File: config.mk
export PLATFORM = sky130hd
export DESIGN_NAME = ram_port_ctrl_flat
export DESIGN_NICKNAME = d
export VERILOG_FILES = /design/src/rtl/ram_ctrl_pkg.sv /design/src/rtl/ram_port_ctrl_if.sv /design/src/rtl/rr_arb2.sv /design/src/rtl/ram_port_ctrl.sv /design/src/flat_wrapper.sv
export SDC_FILE = /design/constraint.sdc
export NUM_CORES = 1
export LEC_CHECK = 0
export ABC_CLOCK_PERIOD_IN_PS = 1500
export BUFFER_PORTS_ARGS = -buffer_cell sky130_fd_sc_hd__buf_2
export CAP_MARGIN = 20
export CORE_MARGIN = 5
export CORE_UTILIZATION = 32
export CTS_CLUSTER_SIZE = 12
export DETAILED_ROUTE_END_ITERATION = 8
export PLACE_DENSITY = 0.77
export SYNTH_ARGS = -nofsm -noshare
export SYNTH_HDL_FRONTEND = slang
export SYNTH_SLANG_ARGS = --single-unit
File: constraint.sdc
create_clock -name clk -period 1.5 [get_ports clk]
set_input_delay 0.3 -clock clk [delete_from_list [all_inputs] [get_ports clk]]
set_output_delay 0.3 -clock clk [all_outputs]
set_load 0.005 [all_outputs]
File: src/rtl/ram_ctrl_pkg.sv
// Shared types and default sizes for the RAM port controller slice.
package ram_ctrl_pkg;

  localparam int DEF_ADDR_W = 8;
  localparam int DEF_DATA_W = 16;
  localparam int DEF_DEPTH  = 256;

  // Controller phase: clearing the RAM or serving requesters.
  typedef enum logic {
    INIT  = 1'b0,
    SERVE = 1'b1
  } state_e;

  // Requester identity, also used as the grant-vector bit index.
  typedef enum logic {
    REQ_CPU = 1'b0,
    REQ_LDR = 1'b1
  } req_id_e;

endpackage

File: src/rtl/ram_port_ctrl_if.sv
// Requester-side bus of the RAM port controller: CPU load/store port,
// debug loader port and the shared read-data return.
interface ram_port_ctrl_if #(
  parameter int ADDR_W = 8,
  parameter int DATA_W = 16
) ();

  logic              cpu_req;
  logic              cpu_we;
  logic [ADDR_W-1:0] cpu_addr;
  logic [DATA_W-1:0] cpu_wdata;
  logic              cpu_gnt;
  logic              cpu_rvalid;

  logic              ldr_req;
  logic              ldr_we;
  logic [ADDR_W-1:0] ldr_addr;
  logic [DATA_W-1:0] ldr_wdata;
  logic              ldr_gnt;
  logic              ldr_rvalid;

  logic [DATA_W-1:0] rdata;

  // Requesters drive the request fields and observe grants and read data.
  modport master (
    output cpu_req, cpu_we, cpu_addr, cpu_wdata,
    input  cpu_gnt, cpu_rvalid,
    output ldr_req, ldr_we, ldr_addr, ldr_wdata,
    input  ldr_gnt, ldr_rvalid,
    input  rdata
  );

  // The controller consumes requests and returns grants and read data.
  modport slave (
    input  cpu_req, cpu_we, cpu_addr, cpu_wdata,
    output cpu_gnt, cpu_rvalid,
    input  ldr_req, ldr_we, ldr_addr, ldr_wdata,
    output ldr_gnt, ldr_rvalid,
    output rdata
  );

endinterface

File: src/rtl/rr_arb2.sv
// Two-input round-robin arbiter. The last-grant pointer only moves when both
// inputs compete, so a lone requester never costs the other its turn.
module rr_arb2
  import ram_ctrl_pkg::*;
(
  input  logic       clk,
  input  logic       rst_n,
  input  logic       en,
  input  logic [1:0] req,
  output logic [1:0] gnt
);

  req_id_e last_r;

  // Grant decode: single requester wins outright, a tie goes to the one not granted last.
  always_comb begin
    gnt = 2'b00;
    if (en) begin
      case (req)
        2'b01:   gnt = 2'b01;
        2'b10:   gnt = 2'b10;
        2'b11:   gnt = (last_r == REQ_LDR) ? 2'b01 : 2'b10;
        default: gnt = 2'b00;
      endcase
    end else begin
      gnt = 2'b00;
    end
  end

  // Last-grant pointer: advances on contested grants; starts at LDR so the CPU wins the first tie.
  always_ff @(posedge clk or negedge rst_n) begin
    if (!rst_n) begin
      last_r <= REQ_LDR;
    end else if (en && (req == 2'b11)) begin
      last_r <= (last_r == REQ_LDR) ? REQ_CPU : REQ_LDR;
    end else begin
      last_r <= last_r;
    end
  end

endmodule

File: src/rtl/ram_port_ctrl.sv
// Sole owner of the data RAM port: clears every word after reset or on
// init_start, then shares the port between CPU and loader round-robin.
// Optional feature macro: RAM_CTRL_CONFLICT_CNT_EN adds a saturating
// conflict_cnt output counting contested SERVE cycles.
module ram_port_ctrl
  import ram_ctrl_pkg::*;
#(
  parameter int                ADDR_W   = DEF_ADDR_W,
  parameter int                DATA_W   = DEF_DATA_W,
  parameter int                DEPTH    = DEF_DEPTH,
  parameter logic [DATA_W-1:0] INIT_VAL = {DATA_W{1'b0}}
) (
  input  logic              clk,
  input  logic              rst_n,
  input  logic              init_start,
  output logic              init_busy,
  output logic              init_done,
  ram_port_ctrl_if.slave    bus,
  output logic              ram_en,
  output logic              ram_we,
  output logic [ADDR_W-1:0] ram_addr,
  output logic [DATA_W-1:0] ram_wdata,
  input  logic [DATA_W-1:0] ram_rdata
`ifdef RAM_CTRL_CONFLICT_CNT_EN
  ,
  output logic [15:0]       conflict_cnt
`endif
);

  localparam logic [ADDR_W-1:0] LAST_ADDR = ADDR_W'(DEPTH - 1);

  state_e            state_r;
  state_e            next_state_s;
  logic [ADDR_W-1:0] cnt_r;
  logic              run_r;
  logic              init_done_r;
  logic              cpu_rvalid_r;
  logic              ldr_rvalid_r;
  logic              arb_en_s;
  logic [1:0]        gnt_s;
  logic              write_s;
  logic              write_last_s;

  // run_r holds the port quiet while reset is asserted, so no write is
  // issued until the cycle after release.
  assign write_s      = (state_r == INIT) && run_r;
  assign write_last_s = write_s && (cnt_r == LAST_ADDR);

  rr_arb2 u_arb (
    .clk   (clk),
    .rst_n (rst_n),
    .en    (arb_en_s),
    .req   ({bus.ldr_req, bus.cpu_req}),
    .gnt   (gnt_s)
  );

  // Next state and RAM port mux: init writes, granted requester, or idle.
  always_comb begin
    next_state_s = state_r;
    arb_en_s     = 1'b0;
    ram_en       = 1'b0;
    ram_we       = 1'b0;
    ram_addr     = {ADDR_W{1'b0}};
    ram_wdata    = {DATA_W{1'b0}};
    case (state_r)
      INIT: begin
        if (run_r) begin
          ram_en    = 1'b1;
          ram_we    = 1'b1;
          ram_addr  = cnt_r;
          ram_wdata = INIT_VAL;
        end else begin
          ram_en    = 1'b0;
        end
        if (write_last_s) begin
          next_state_s = SERVE;
        end else begin
          next_state_s = INIT;
        end
      end
      SERVE: begin
        arb_en_s = 1'b1;
        if (gnt_s[REQ_CPU]) begin
          ram_en    = 1'b1;
          ram_we    = bus.cpu_we;
          ram_addr  = bus.cpu_addr;
          ram_wdata = bus.cpu_wdata;
        end else if (gnt_s[REQ_LDR]) begin
          ram_en    = 1'b1;
          ram_we    = bus.ldr_we;
          ram_addr  = bus.ldr_addr;
          ram_wdata = bus.ldr_wdata;
        end else begin
          ram_en    = 1'b0;
        end
        if (init_start) begin
          next_state_s = INIT;
        end else begin
          next_state_s = SERVE;
        end
      end
      default: begin
        next_state_s = INIT;
      end
    endcase
  end

  // State, init counter and done pulse; the counter is parked at zero outside INIT.
  always_ff @(posedge clk or negedge rst_n) begin
    if (!rst_n) begin
      state_r     <= INIT;
      cnt_r       <= {ADDR_W{1'b0}};
      run_r       <= 1'b0;
      init_done_r <= 1'b0;
    end else begin
      state_r     <= next_state_s;
      run_r       <= 1'b1;
      init_done_r <= write_last_s;
      if (write_last_s || (state_r == SERVE)) begin
        cnt_r <= {ADDR_W{1'b0}};
      end else if (write_s) begin
        cnt_r <= cnt_r + {{(ADDR_W-1){1'b0}}, 1'b1};
      end else begin
        cnt_r <= cnt_r;
      end
    end
  end

  // Read-valid flags: one cycle after a read grant, matching the RAM latency.
  always_ff @(posedge clk or negedge rst_n) begin
    if (!rst_n) begin
      cpu_rvalid_r <= 1'b0;
      ldr_rvalid_r <= 1'b0;
    end else begin
      cpu_rvalid_r <= gnt_s[REQ_CPU] && !bus.cpu_we;
      ldr_rvalid_r <= gnt_s[REQ_LDR] && !bus.ldr_we;
    end
  end

  assign init_busy      = (state_r == INIT);
  assign init_done      = init_done_r;
  assign bus.cpu_gnt    = gnt_s[REQ_CPU];
  assign bus.ldr_gnt    = gnt_s[REQ_LDR];
  assign bus.cpu_rvalid = cpu_rvalid_r;
  assign bus.ldr_rvalid = ldr_rvalid_r;
  assign bus.rdata      = (cpu_rvalid_r || ldr_rvalid_r) ? ram_rdata : {DATA_W{1'b0}};

`ifdef RAM_CTRL_CONFLICT_CNT_EN
  logic [15:0] conflict_r;

  // Contention counter: saturating, cleared on every entry into INIT.
  always_ff @(posedge clk or negedge rst_n) begin
    if (!rst_n) begin
      conflict_r <= 16'h0000;
    end else if ((state_r == SERVE) && init_start) begin
      conflict_r <= 16'h0000;
    end else if ((state_r == SERVE) && bus.cpu_req && bus.ldr_req && (conflict_r != 16'hFFFF)) begin
      conflict_r <= conflict_r + 16'h0001;
    end else begin
      conflict_r <= conflict_r;
    end
  end

  assign conflict_cnt = conflict_r;
`endif

endmodule
File: src/flat_wrapper.sv
// flat-port wrapper written by rule: the top's interface ports become plain ports
module ram_port_ctrl_flat import ram_ctrl_pkg::*;
#(
  parameter int                ADDR_W   = DEF_ADDR_W,
  parameter int                DATA_W   = DEF_DATA_W,
  parameter int                DEPTH    = DEF_DEPTH,
  parameter logic [DATA_W-1:0] INIT_VAL = {DATA_W{1'b0}}
)
  (clk, rst_n, init_start, init_busy, init_done, ram_en, ram_we, ram_addr, ram_wdata, ram_rdata, bus_cpu_req, bus_cpu_we, bus_cpu_addr, bus_cpu_wdata, bus_cpu_gnt, bus_cpu_rvalid, bus_ldr_req, bus_ldr_we, bus_ldr_addr, bus_ldr_wdata, bus_ldr_gnt, bus_ldr_rvalid, bus_rdata);
  ram_port_ctrl_if #(.ADDR_W(ADDR_W), .DATA_W(DATA_W)) bus_i ();
  input  logic clk;
  input  logic rst_n;
  input  logic init_start;
  output logic init_busy;
  output logic init_done;
  output logic ram_en;
  output logic ram_we;
  output logic [ADDR_W-1:0] ram_addr;
  output logic [DATA_W-1:0] ram_wdata;
  input  logic [DATA_W-1:0] ram_rdata;
  input wire logic [$bits(bus_i.cpu_req)-1:0] bus_cpu_req;
  input wire logic [$bits(bus_i.cpu_we)-1:0] bus_cpu_we;
  input wire logic [$bits(bus_i.cpu_addr)-1:0] bus_cpu_addr;
  input wire logic [$bits(bus_i.cpu_wdata)-1:0] bus_cpu_wdata;
  output wire logic [$bits(bus_i.cpu_gnt)-1:0] bus_cpu_gnt;
  output wire logic [$bits(bus_i.cpu_rvalid)-1:0] bus_cpu_rvalid;
  input wire logic [$bits(bus_i.ldr_req)-1:0] bus_ldr_req;
  input wire logic [$bits(bus_i.ldr_we)-1:0] bus_ldr_we;
  input wire logic [$bits(bus_i.ldr_addr)-1:0] bus_ldr_addr;
  input wire logic [$bits(bus_i.ldr_wdata)-1:0] bus_ldr_wdata;
  output wire logic [$bits(bus_i.ldr_gnt)-1:0] bus_ldr_gnt;
  output wire logic [$bits(bus_i.ldr_rvalid)-1:0] bus_ldr_rvalid;
  output wire logic [$bits(bus_i.rdata)-1:0] bus_rdata;
  assign bus_i.cpu_req = bus_cpu_req;
  assign bus_i.cpu_we = bus_cpu_we;
  assign bus_i.cpu_addr = bus_cpu_addr;
  assign bus_i.cpu_wdata = bus_cpu_wdata;
  assign bus_cpu_gnt = bus_i.cpu_gnt;
  assign bus_cpu_rvalid = bus_i.cpu_rvalid;
  assign bus_i.ldr_req = bus_ldr_req;
  assign bus_i.ldr_we = bus_ldr_we;
  assign bus_i.ldr_addr = bus_ldr_addr;
  assign bus_i.ldr_wdata = bus_ldr_wdata;
  assign bus_ldr_gnt = bus_i.ldr_gnt;
  assign bus_ldr_rvalid = bus_i.ldr_rvalid;
  assign bus_rdata = bus_i.rdata;
  ram_port_ctrl #(.ADDR_W(ADDR_W), .DATA_W(DATA_W), .DEPTH(DEPTH), .INIT_VAL(INIT_VAL)) u_core (.clk(clk), .rst_n(rst_n), .init_start(init_start), .init_busy(init_busy), .init_done(init_done), .bus(bus_i), .ram_en(ram_en), .ram_we(ram_we), .ram_addr(ram_addr), .ram_wdata(ram_wdata), .ram_rdata(ram_rdata));
endmodule
==> metrics.cfg <==
[setup_path]
critPathLaunchType = flip-flop
worstPathRequired_ps = 1200
worst_ep_arrival_time_ps = 1660
cpPeakStageDelay_ps = 550
path_class = flip-flop to output pin
cpMaxStageDelayCell = dfstp_2
critical_path.cell_chain = nand2_2 > and3_4 > buf_12 > a221o_1 > buf_2
reg2reg_slack_ps = 30
critPathMaxFanout = 7
end_kind = output pin

[logic_synthesis]
synth-edff-count = 0
avgSynthCellArea_um2 = 9.079
synthesis.instances = 125
syn_area_um2 = 1135
ys_ff_latch = 14
syn_nets = 197
yosysWarnings = 0
seq_area_frac_synth_pct = 30.98
synth_top_area_share_pct = 28.67
async_flop_share_pct = 100.0
ys_types = 37
yosys-top-cells-area = dfrtp_1 29%, a22o_1 13%, nor2b_1 10%
synthFlopType = dfrtp_1
synth_area_leader_cell = dfrtp_1

[detailed_routing]
vias_per_cell = 4.971
drtPass1Iterations = 4
routed_wl_um = 5010
num_vias = 1556
avgRoutedWirePerCell_um = 16.01
drc = 0
dr.first_iter.drc_count = 80
detail-route-antenna-nets = 0

[place]
place.gp.congestion = 0.8284
numPortBuffers = 118
hpwl_um = 3759
place_area_um2 = 1869

[die]
io_pins = 119
floorplan.initialDensity_pct = 33.48
die_w_um = 69.55
coreArea_um2 = 3390
dieHeight_um = 69.55
rows = 21
die_area_um2 = 4837

[hold_path]
hold_class = input port to flip-flop

[final_layout]
design_area_um2 = 2152
num_antenna_cells = 0
syn_to_final_growth_pct = 89.64
fin_nets = 340
fillCellCount = 290
layout-drive-gt1-share_pct = 62.92
fin_util_pct = 63.49

[grt]
grt_pass1_vias = 1566
overflow = 0
grt_pass1_wl_um = 7631
grt_max_degree = 17
grt_usage_pct = 19.42
antenna_found_initial = 0

[timing]
fin_skew_ps = 8.433
min_period_ps = 1962
tns_ps = -11140
rsz0062_at_grt = true
finalHoldViolations = 0
maxSlewViolCount = 0
fin_ws_ps = -462.0
setup-violations-final = 27
max_freq_ghz = 0.5097
fin_crit_sh_pct = 130.8

[cts]
clk_latency_ps = 280
cts.sinks = 14
clockRootBuffer = clkbuf_4
ctsHtreeMaxLevel = 1
tritoncts = done
cts_made_buffers = 3
cts_max_path_buffers = 2
clk_pin_slew_ps = 90

[run_status]
violations = negative setup slack
outcome = complete, but fails checks

[power_and_ir_drop]
power_density_nw_per_um2 = 602.1
leakagePower_nw = 1.165
vdd_drop_max_v = 0.0007002

[flow_run]
max_cap_viol_count = 0

[kinds of logic after synthesis]
kind of cell	count (synthesis)	share of synthesized area, %
compound gates	37	27.67
xor+xnor	4	3.088
fa+ha+maj	1	1.102
buf+inv	12	6.834
flops	14	30.98
other cells	1	0.3304
simple gates	56	29.99
[final timing paths]
kind                                startpoint                    end  cells after the start
min                                 bus_ldr_we  u_core.bus.ldr_rvalid                      2
max in group asynchronous                rst_n    u_core.u_arb.last_r                      2
min reg2reg                    u_core.cnt_r[7]        u_core.cnt_r[7]                      2
min in group asynchronous                rst_n        u_core.cnt_r[1]                      2
max                        u_core.u_arb.last_r            ram_addr[6]                      5
max reg2reg                     u_core.state_r        u_core.cnt_r[5]                      5
[report_power, final]
part | leakage, nW | internal, mW | total (mW) | switching [mW]
Sequential | 0.177 | 0.448 | 0.548 | 0.0998
Combinational | 0.967 | 0.270 | 0.470 | 0.200
Clock | 0.0210 | 0.148 | 0.278 | 0.130
Total | 1.16 | 0.866 | 1.30 | 0.430
[stage by stage]
step / std cells / worst slack [ps] / hold WS (ps) / total power [mW]
3_3_place_gp: 297 / -174.8 / 214.5 / 0.9492
5_1_grt: 313 / -533.7 / 156.9 / 1.388
3_5_place_dp: 297 / -205.5 / 219.6 / 0.9694
2_1_floorplan: 125 / -98.64 / 4.409 / 0.7275
6_report: 313 / -462.0 / 175.8 / 1.296
4_1_cts: 309 / -491.9 / 168.2 / 1.265
[cell usage after synthesis (2+ instances only)]
cell type  count
a21oi_1        3
a221o_1        8
a22o_1        17
and2_0         3
and2_1         4
and3_1         2
buf_2          4
buf_6          2
dfrtp_1       13
inv_1          3
nand2_1        5
nand3_1        5
nor2_1         6
nor2b_1       19
nor3_1         3
o21ai_0        2
o21bai_1       2
or3_1          3
xor2_1         3
[placed cells by master, fill, tap and decap left out, types with 2 or more instances in the layout]
master	Yosys	routed
and2_1	4	4
clkbuf_4	0	3
nand3_1	5	5
a21oi_2	0	2
a221o_1	8	8
dfrtp_1	13	11
nor2_4	0	2
nor2b_1	19	17
or3_1	3	3
o21ai_0	2	2
inv_1	3	2
buf_2	4	115
buf_12	0	2
o21bai_1	2	2
xor2_1	3	3
nor2b_2	0	2
nand2_1	5	4
a22o_1	17	17
nor3_1	3	3
buf_6	2	13
nor2_1	6	4
and2_0	3	3
and3_4	0	2
dfrtp_2	0	2
buf_4	0	14
[cell type report]
cell class	instances	area, µm²	area share (%)
tap	46	57.56	2.674
timing repair buffer	147	919.6	42.73
multi-input combinational	99	770.7	35.81
inverter	3	13.76	0.6395
clock buffer	4	36.28	1.686
sequential	14	354.1	16.45
[what timing repair did]
| action | 4_1_cts | 5_1_grt |
|---|---|---|
| endpoints found under the setup margin | 28 | 46 |
| hold buffers | 1 | 0 |
| hold endpoints to repair | 13 | 0 |
| setup buffers | 5 | 6 |
| gates resized for setup | 23 | 17 |
| pin swaps | 9 | 13 |
| cloned | 3 | 1 |
[per-layer routing]
metal | wire (µm) | GRT usage, % | vias to the layer above
li1 | - | - | 756
met5 | 0 | 0 | -
met1 | 1968 | 23.22 | 713
met2 | 2482 | 33.69 | 81
met4 | 49 | 2.386 | 0
met3 | 509 | 7.536 | 6
[critical path, delay by kind of cell (launching register included)]
kind,cells,cell delay (ps)
simple gates,2,260
compound gates,1,300
flops,1,550
buf+inv,2,270
[state kept, by name, indices dropped and copies added (netlist names)]
signal and count:
u_core.state_r 1, u_core.bus.ldr_rvalid 1, u_core.init_done 1, u_core.cnt_r 8, u_core.bus.cpu_rvalid 1, u_core.u_arb.last_r 1, u_core.run_r 1
(Power assumes the default switching activity.)
